`config.mk`:
```
export PLATFORM = sky130hd
export DESIGN_NAME = duart_rx_channel
export DESIGN_NICKNAME = d
export VERILOG_FILES = /design/src/rtl/duart_rx_channel.sv
export SDC_FILE = /design/constraint.sdc
export NUM_CORES = 1
export LEC_CHECK = 0
export BUFFER_PORTS_ARGS = -buffer_cell sky130_fd_sc_hd__buf_2
export CAP_MARGIN = 20
export CORE_MARGIN = 3
export CORE_UTILIZATION = 54
export CTS_CLUSTER_DIAMETER = 150
export DETAILED_ROUTE_END_ITERATION = 6
export GPL_TIMING_DRIVEN = 0
export PLACE_DENSITY = 0.8
export SYNTH_ARGS = -nofsm -noshare
export SYNTH_HDL_FRONTEND = slang
export SYNTH_SLANG_ARGS = --single-unit
```
`constraint.sdc`:
```
create_clock -name clk -period 2.1 [get_ports clk]
set_input_delay 0.21 -clock clk [delete_from_list [all_inputs] [get_ports clk]]
set_output_delay 0.21 -clock clk [all_outputs]
set_load 0.02 [all_outputs]
```
`src/rtl/duart_rx_channel.sv`:
```
// 8N1 serial receiver channel: 2-flop synchroniser, mid-bit sampling FSM, 3-entry FIFO of {byte, framing error}.
// Byte visible on rx_rdy one clk after the stop-bit sample; host pops via pop, and a push into a full FIFO without pop is dropped (sticky overrun).
module duart_rx_channel #(
  parameter int CLKS_PER_BIT = 434
) (
  input  logic       clk,
  input  logic       reset,
  input  logic       rx,
  input  logic       rx_enable,
  input  logic       pop,
  input  logic       clr_err,
  output logic [7:0] rx_data,
  output logic       rx_rdy,
  output logic       rx_ful,
  output logic       framing_err,
  output logic       overrun
);

  localparam int TW = $clog2(CLKS_PER_BIT);
  localparam logic [TW-1:0] BIT_LAST = TW'(CLKS_PER_BIT - 1);
  localparam logic [TW-1:0] HALF_BIT = TW'((CLKS_PER_BIT - 1) / 2);

  localparam logic [2:0] ST_IDLE  = 3'd0;
  localparam logic [2:0] ST_START = 3'd1;
  localparam logic [2:0] ST_DATA  = 3'd2;
  localparam logic [2:0] ST_STOP  = 3'd3;
  localparam logic [2:0] ST_BREAK = 3'd4;

  logic          rx_meta;
  logic          rx_sync;
  logic [2:0]    state;
  logic [TW-1:0] timer;
  logic [2:0]    bit_idx;
  logic [7:0]    shreg;

  logic          push;
  logic [8:0]    push_dat;

  logic [8:0]    mem [0:2];
  logic [1:0]    rd_ptr;
  logic [1:0]    wr_ptr;
  logic [1:0]    count;
  logic          fifo_full;
  logic          do_pop;
  logic          do_push;
  logic          drop;
  logic [8:0]    head;

  function automatic logic [1:0] ptr_next(input logic [1:0] p);
    return (p == 2'd2) ? 2'd0 : p + 2'd1;
  endfunction

  always_ff @(posedge clk or posedge reset) begin
    if (reset) begin
      rx_meta <= 1'b1;
      rx_sync <= 1'b1;
    end else begin
      rx_meta <= rx;
      rx_sync <= rx_meta;
    end
  end

  always_ff @(posedge clk or posedge reset) begin
    if (reset) begin
      state   <= ST_IDLE;
      timer   <= '0;
      bit_idx <= '0;
      shreg   <= '0;
    end else if (!rx_enable) begin
      state   <= ST_IDLE;
      timer   <= '0;
      bit_idx <= '0;
    end else begin
      case (state)
        ST_IDLE: begin
          timer   <= '0;
          bit_idx <= '0;
          if (!rx_sync) state <= ST_START;
        end
        // Re-check the line at mid start bit to reject glitches.
        ST_START: begin
          if (timer == HALF_BIT) begin
            timer   <= '0;
            bit_idx <= '0;
            state   <= rx_sync ? ST_IDLE : ST_DATA;
          end else begin
            timer <= timer + TW'(1);
          end
        end
        ST_DATA: begin
          if (timer == BIT_LAST) begin
            shreg[bit_idx] <= rx_sync;
            timer          <= '0;
            bit_idx        <= bit_idx + 3'd1;
            if (bit_idx == 3'd7) state <= ST_STOP;
          end else begin
            timer <= timer + TW'(1);
          end
        end
        ST_STOP: begin
          if (timer == BIT_LAST) begin
            timer <= '0;
            state <= rx_sync ? ST_IDLE : ST_BREAK;
          end else begin
            timer <= timer + TW'(1);
          end
        end
        // Wait out a held-low line so a break does not re-trigger reception.
        ST_BREAK: begin
          if (rx_sync) state <= ST_IDLE;
        end
        default: state <= ST_IDLE;
      endcase
    end
  end

  assign push     = rx_enable && (state == ST_STOP) && (timer == BIT_LAST);
  assign push_dat = {shreg, ~rx_sync};

  assign fifo_full = (count == 2'd3);
  assign do_pop    = pop && (count != 2'd0);
  assign do_push   = push && (!fifo_full || do_pop);
  assign drop      = push && fifo_full && !do_pop;

  // When full, wr_ptr equals rd_ptr, so a push+pop overwrites the slot being popped.
  always_ff @(posedge clk or posedge reset) begin
    if (reset) begin
      for (int i = 0; i < 3; i++) mem[i] <= '0;
      rd_ptr  <= '0;
      wr_ptr  <= '0;
      count   <= '0;
      overrun <= 1'b0;
    end else begin
      if (do_push) begin
        mem[wr_ptr] <= push_dat;
        wr_ptr      <= ptr_next(wr_ptr);
      end
      if (do_pop) rd_ptr <= ptr_next(rd_ptr);
      case ({do_push, do_pop})
        2'b10:   count <= count + 2'd1;
        2'b01:   count <= count - 2'd1;
        default: count <= count;
      endcase
      if (drop)         overrun <= 1'b1;
      else if (clr_err) overrun <= 1'b0;
    end
  end

  assign head        = mem[rd_ptr];
  assign rx_rdy      = (count != 2'd0);
  assign rx_ful      = fifo_full;
  assign rx_data     = rx_rdy ? head[8:1] : 8'h00;
  assign framing_err = rx_rdy & head[0];

endmodule

```
## After elaboration in Yosys (flattened, before gate mapping)

Cells that the tools add are included.

| word-level totals | value |
|---|---|
| register bits | 59 |
| bits in latches | 0 |
| RAM bits | 0 |
| bits in read-only memories | 0 |
| bits of input ports | 6 |
| output and inout bits | 12 |
| word-level logic and storage cells | 100 |
| memories | 0 |

| operators by class | value |
|---|---|
| $add $sub $neg | 6 |
| multiply operators | 0 |
| divide/modulo/power cells | 0 |
| magnitude comparators | 5 |
| equal/unequal tests | 20 |
| shift-type cells | 0 |
| mux-type cells | 33 |
| bitwise operators | 4 |
| reductions and logical operators | 19 |

Operator list:

| operator | number |
|---|---|
| 2-to-1 mux 9 bit | 6 |
| 2-to-1 mux 3 bit | 11 |
| bitwise mux 27 bit | 1 |
| case mux 9 bit (3 select lines) | 1 |
| binary-select mux 9 bit (select 2 bit) | 1 |
| demux 9 bit (select 2 bit) | 1 |
| inequality test 3 bit (second input constant) | 6 |
| case mux 3 bit (5 select lines) | 1 |
| adder 9 x 1 -> 9 bit (second input constant) | 1 |
| == test 9 x 8 -> 1 bit (second input constant) | 1 |
| == test 9 bit (second input constant) | 1 |
| case mux 3 bit (3 select lines) | 1 |
| bitwise mux 8 bit | 1 |
| == test 2 bit (second input constant) | 4 |
| logical AND 1 bit | 8 |
| 2-to-1 mux 8 bit | 1 |
| adder 2 x 1 -> 2 bit (second input constant) | 3 |
| == test 3 x 2 -> 1 bit (second input constant) | 2 |
| == test 3 bit (second input constant) | 2 |
| >= comparator 3 bit (second input constant) | 2 |
| 2-to-1 mux 2 bit | 3 |
| NOT 2 -> 3 bit | 2 |
| AND reduction 3 bit | 2 |
| AND reduction 6 bit | 1 |
| 19 further kinds | 24 |

## Logic depth before layout (Yosys ltp)

| logic depth | value |
|---|---|
| word-level depth | 6 |
| depth in mapped cells | 8 |
| mapped depth without buffers | 8 |

## Worst setup path before layout

OpenSTA, ideal clock, no wires.

| timing | value |
|---|---|
| kind | reg2reg |
| start | register timer[0] |
| end | register bit_idx[2] |
| setup time | 0.121 ns |
| arrival time | 2.010 ns |
| required time | 1.979 ns |
| slack | -0.031 ns |
| cell stages (with the launch flop) | 7 |
| path buffers | 0 |
| period minus slack after synthesis | 2.131 ns |
| cells stage by stage | dfrtp_1 > inv_1 > ha_1 > or4b_4 > or4_1 > a221o_1 > a32o_2 |

| on the way | value |
|---|---|
| word-level cells in the longest chain between the ends | 3 |
| elaborated cells on any way between the ends | 5 |
| those cells by class | 4 x eq/ne; 1 x reduce/logical |

Ends and longest elaborated chain:

| element | RTL line | RTL |
|---|---|---|
| start: declaration | 32 | `logic [TW-1:0] timer;` |
| start signal: assignment | 87 | `timer <= timer + TW'(1);` |
| start signal: assignment | 97 | `timer <= timer + TW'(1);` |
| start signal: assignment | 105 | `timer <= timer + TW'(1);` |
| == test 9 bit or == test 9 x 8 -> 1 bit (tied branches) | 91, 82 |  |
| inequality test 3 bit (no source line) | n/a |  |
| AND reduction 3 bit (no source line) * | n/a |  |
| end signal: assignment | 94 | `bit_idx <= bit_idx + 3'd1;` |
| end: declaration | 33 | `logic [2:0] bit_idx;` |

Mark *: on every way between the ends. The rest lies on a longest branch, timed or not.
A chain may end at the register's enable or synchronous reset.

## Final worst setup path

Same ends and word-level chain as after synthesis.

==> run metrics <==
Startpoint Class register; vias 2189; Worst-Skew Late Latency 340 ps; Critical Path RT 2320 ps; total grt overflow 0; leading area contributor after synthesis dfrtp_1; Tot Pwr 0.00238 W; outcome finished with violations; RSZ-0062 raised after global routing true; YS warnings 0; clk buf depth 2; leading post-synthesis cells by cell area dfrtp_1 49%, mux2_1 6.9%, mux2_2 5.4%; die area 6360 um^2; Final WS setup -141 ps; Power Dens Cells 673 nW/um^2; height of the die 79.8 um; residual DRC count 0; Mapped Cells 274; dpl hpwl 3940 um; largest net degree at the start of global routing 38; Seq/Total Area, Yosys 50.3%; Post-synth EDFFs 0; Core Box Area 5170 um^2; Worst VDD drop 0.410 mV; H-tree levels 3; mapped cell area 2940 um^2; clk root buf clkbuf_8; FF+latch count, synth 59; post-synth top area share 48.5%; Initial DRT Pass Iterations 4; critical path peak fanout 3; initial antenna violation count 0; clock skew 9.54 ps; Synth-to-Final Area Change 20.4%; DR vias/cell 5.58; CP Cell Sequence inv_2 -> ha_1 -> or4b_4 -> or4_4 -> a221o_1 -> a32o_2; die width 79.8 um; first-pass GRT wire length 9640 um; syn avg cell area 10.7 um^2; Fin. Hold Viols 0; CP Capture Type register; Routed Antenna Nets 0; FMAX 446 MHz; Tmin final 2240 ps; share of layout cells above drive strength 1 26.7%; slowest CP cell or4b_4; CTS Buf Count 9; GP Congestion 0.841; Total Nets Final 329; HP Class in -> reg; Reg clk slew, reported paths 70 ps; Leakage 1.72 nW; Max Cap Viol 0; FFs w/ async S/R, synth 100%; violated checks setup timing; final core utilization 68.4%; number of unique standard cell types used by synthesis 48; Primary FF master, synth dfrtp_1; Final Max Tran Viols 0; final cell count without fillers 392; port bufs 17; Rows 26; max incr delay on CP 460 ps; CP Buf/Inv Count 1; DR iter-0 viols 98; Rel. slew slack 50.5%; placed cell count 362; critical path type reg -> reg; crit-path leading delay family simple AND/OR/NAND/NOR gates; CTS tree built; Net Count, Synth 286; worst-margin pin slew 740 ps; Worst Path Arrival 2460 ps; Ant. Diodes 0; setup violators final 22; Initial Util 56.8%; drt wl/cell 15.6 um; vias in the first global route 2075; DRT Wirelength 6130 um; fin crit share 107%; Total GRT Usage 20.2%; # IOs 18; pre-CTS setup slack -198 ps; clk sinks 59
## synthesized netlist by cell type (all sizes together), types with 3 or more instances
cell type / n
buf: 6
mux2: 32
nor2b: 5
clkbuf: 10
nor4: 3
dfrtp: 57
nand2: 23
nand3b: 3
a21oi: 13
mux2i: 11
nand3: 5
ha: 6
nor3b: 4
inv: 11
o22ai: 6
nor2: 26
nor3: 7
o21ai: 8
## cell type report
cell class                 instances  area [um^2]
fill                             381         1630
sequential                        59         1480
multi-input combinational        188         1420
timing repair buffer              33          224
clock buffer                      11          141
buffer                            15         95.1
tap                               70         87.6
clock inverter                     5         52.6
inverter                          11         41.3
## registers in the layout (all words and copies together) (netlist names)
register  count
count         2
shreg         8
bit_idx       3
overrun       1
rd_ptr        2
timer         9
rx_sync       1
rx_meta       1
wr_ptr        2
state         3
mem          27
## worst register-to-register path: cells and delay by family (launching register included)
family | cells | cell delay [ps]
AND/OR/NAND/NOR | 2 | 900
AO/OA/AOI/OAI | 2 | 630
adder cells (fa/ha/maj) | 1 | 130
flip-flops | 1 | 420
buffers and inverters | 1 | 50
## final timing paths
path                           from    endpoint  slack (ps)  cells past startpoint
max reg2reg                timer[0]  bit_idx[2]        -140                      6
min                         clr_err     overrun          50                      2
min reg2reg                 rx_meta     rx_sync         360                      0
max in group asynchronous     reset     rx_sync        1050                      4
max                        timer[0]  bit_idx[2]        -140                      6
min in group asynchronous     reset    count[1]         440                      3
## cell families after synthesis
logic type | synth area share (%)
AOI/OAI and AO/OA | 9.83
xor gates and xnor gates | 0.894
adders and majority gates | 2.55
buffers and inverters | 3.87
DFF | 50.3
muxes | 16.0
and+or+nand+nor | 16.5
## through the flow
stage                     TNS (ps)  hold slack, ps  area, um^2
after floorplan              -61.7             214        2940
after global placement      -16220             316        3110
after detailed placement     -2560             261        3130
after CTS                     -416            45.6        3400
after global routing         -2660            40.2        3540
final                         -821            52.5        3540
## what timing repair did
| action | in CTS | in global routing |
|---|---|---|
| pin swaps | 2 | 7 |
| hold endpoints to repair | 23 | 0 |
| resized for setup | 10 | 25 |
| buffers inserted | 4 | 6 |
| hold buffers | 2 | 0 |
| endpoints found under the setup margin | 43 | 50 |
| cloned | 0 | 3 |
## per-layer routing
metal	GRT usage (%)	up-vias	wire length, um
met5	0	-	0
met4	9.97	0	100
met3	5.64	8	259
met2	32.5	45	3090
met1	24.9	1077	2670
li1	-	1059	-
## cell usage in the layout, fill, tap and decap left out, types with 3 or more instances in the layout
cell	Yosys	final
clkinv_2	0	3
o21ai_0	7	7
nor2b_1	5	5
nand2_1	23	23
nand3_1	5	5
nand3b_1	3	3
mux2_2	14	13
inv_1	11	8
a21oi_1	13	13
buf_6	1	4
clkbuf_1	10	8
buf_2	4	19
nor3b_2	0	3
mux2i_1	11	11
ha_1	6	6
nor3_1	7	6
o22ai_1	6	6
buf_4	0	12
nor2_1	26	26
clkbuf_8	0	11
inv_2	0	3
mux2_1	18	18
dfrtp_1	57	56
## report_power, final
| part | switching (W) | internal (W) |
|---|---|---|
| logic | 0.000102 | 0.0000868 |
| registers | 0.0000203 | 0.00116 |
| clock network | 0.000439 | 0.000574 |
| total | 0.000561 | 0.00182 |
(Power assumes the default switching activity.)
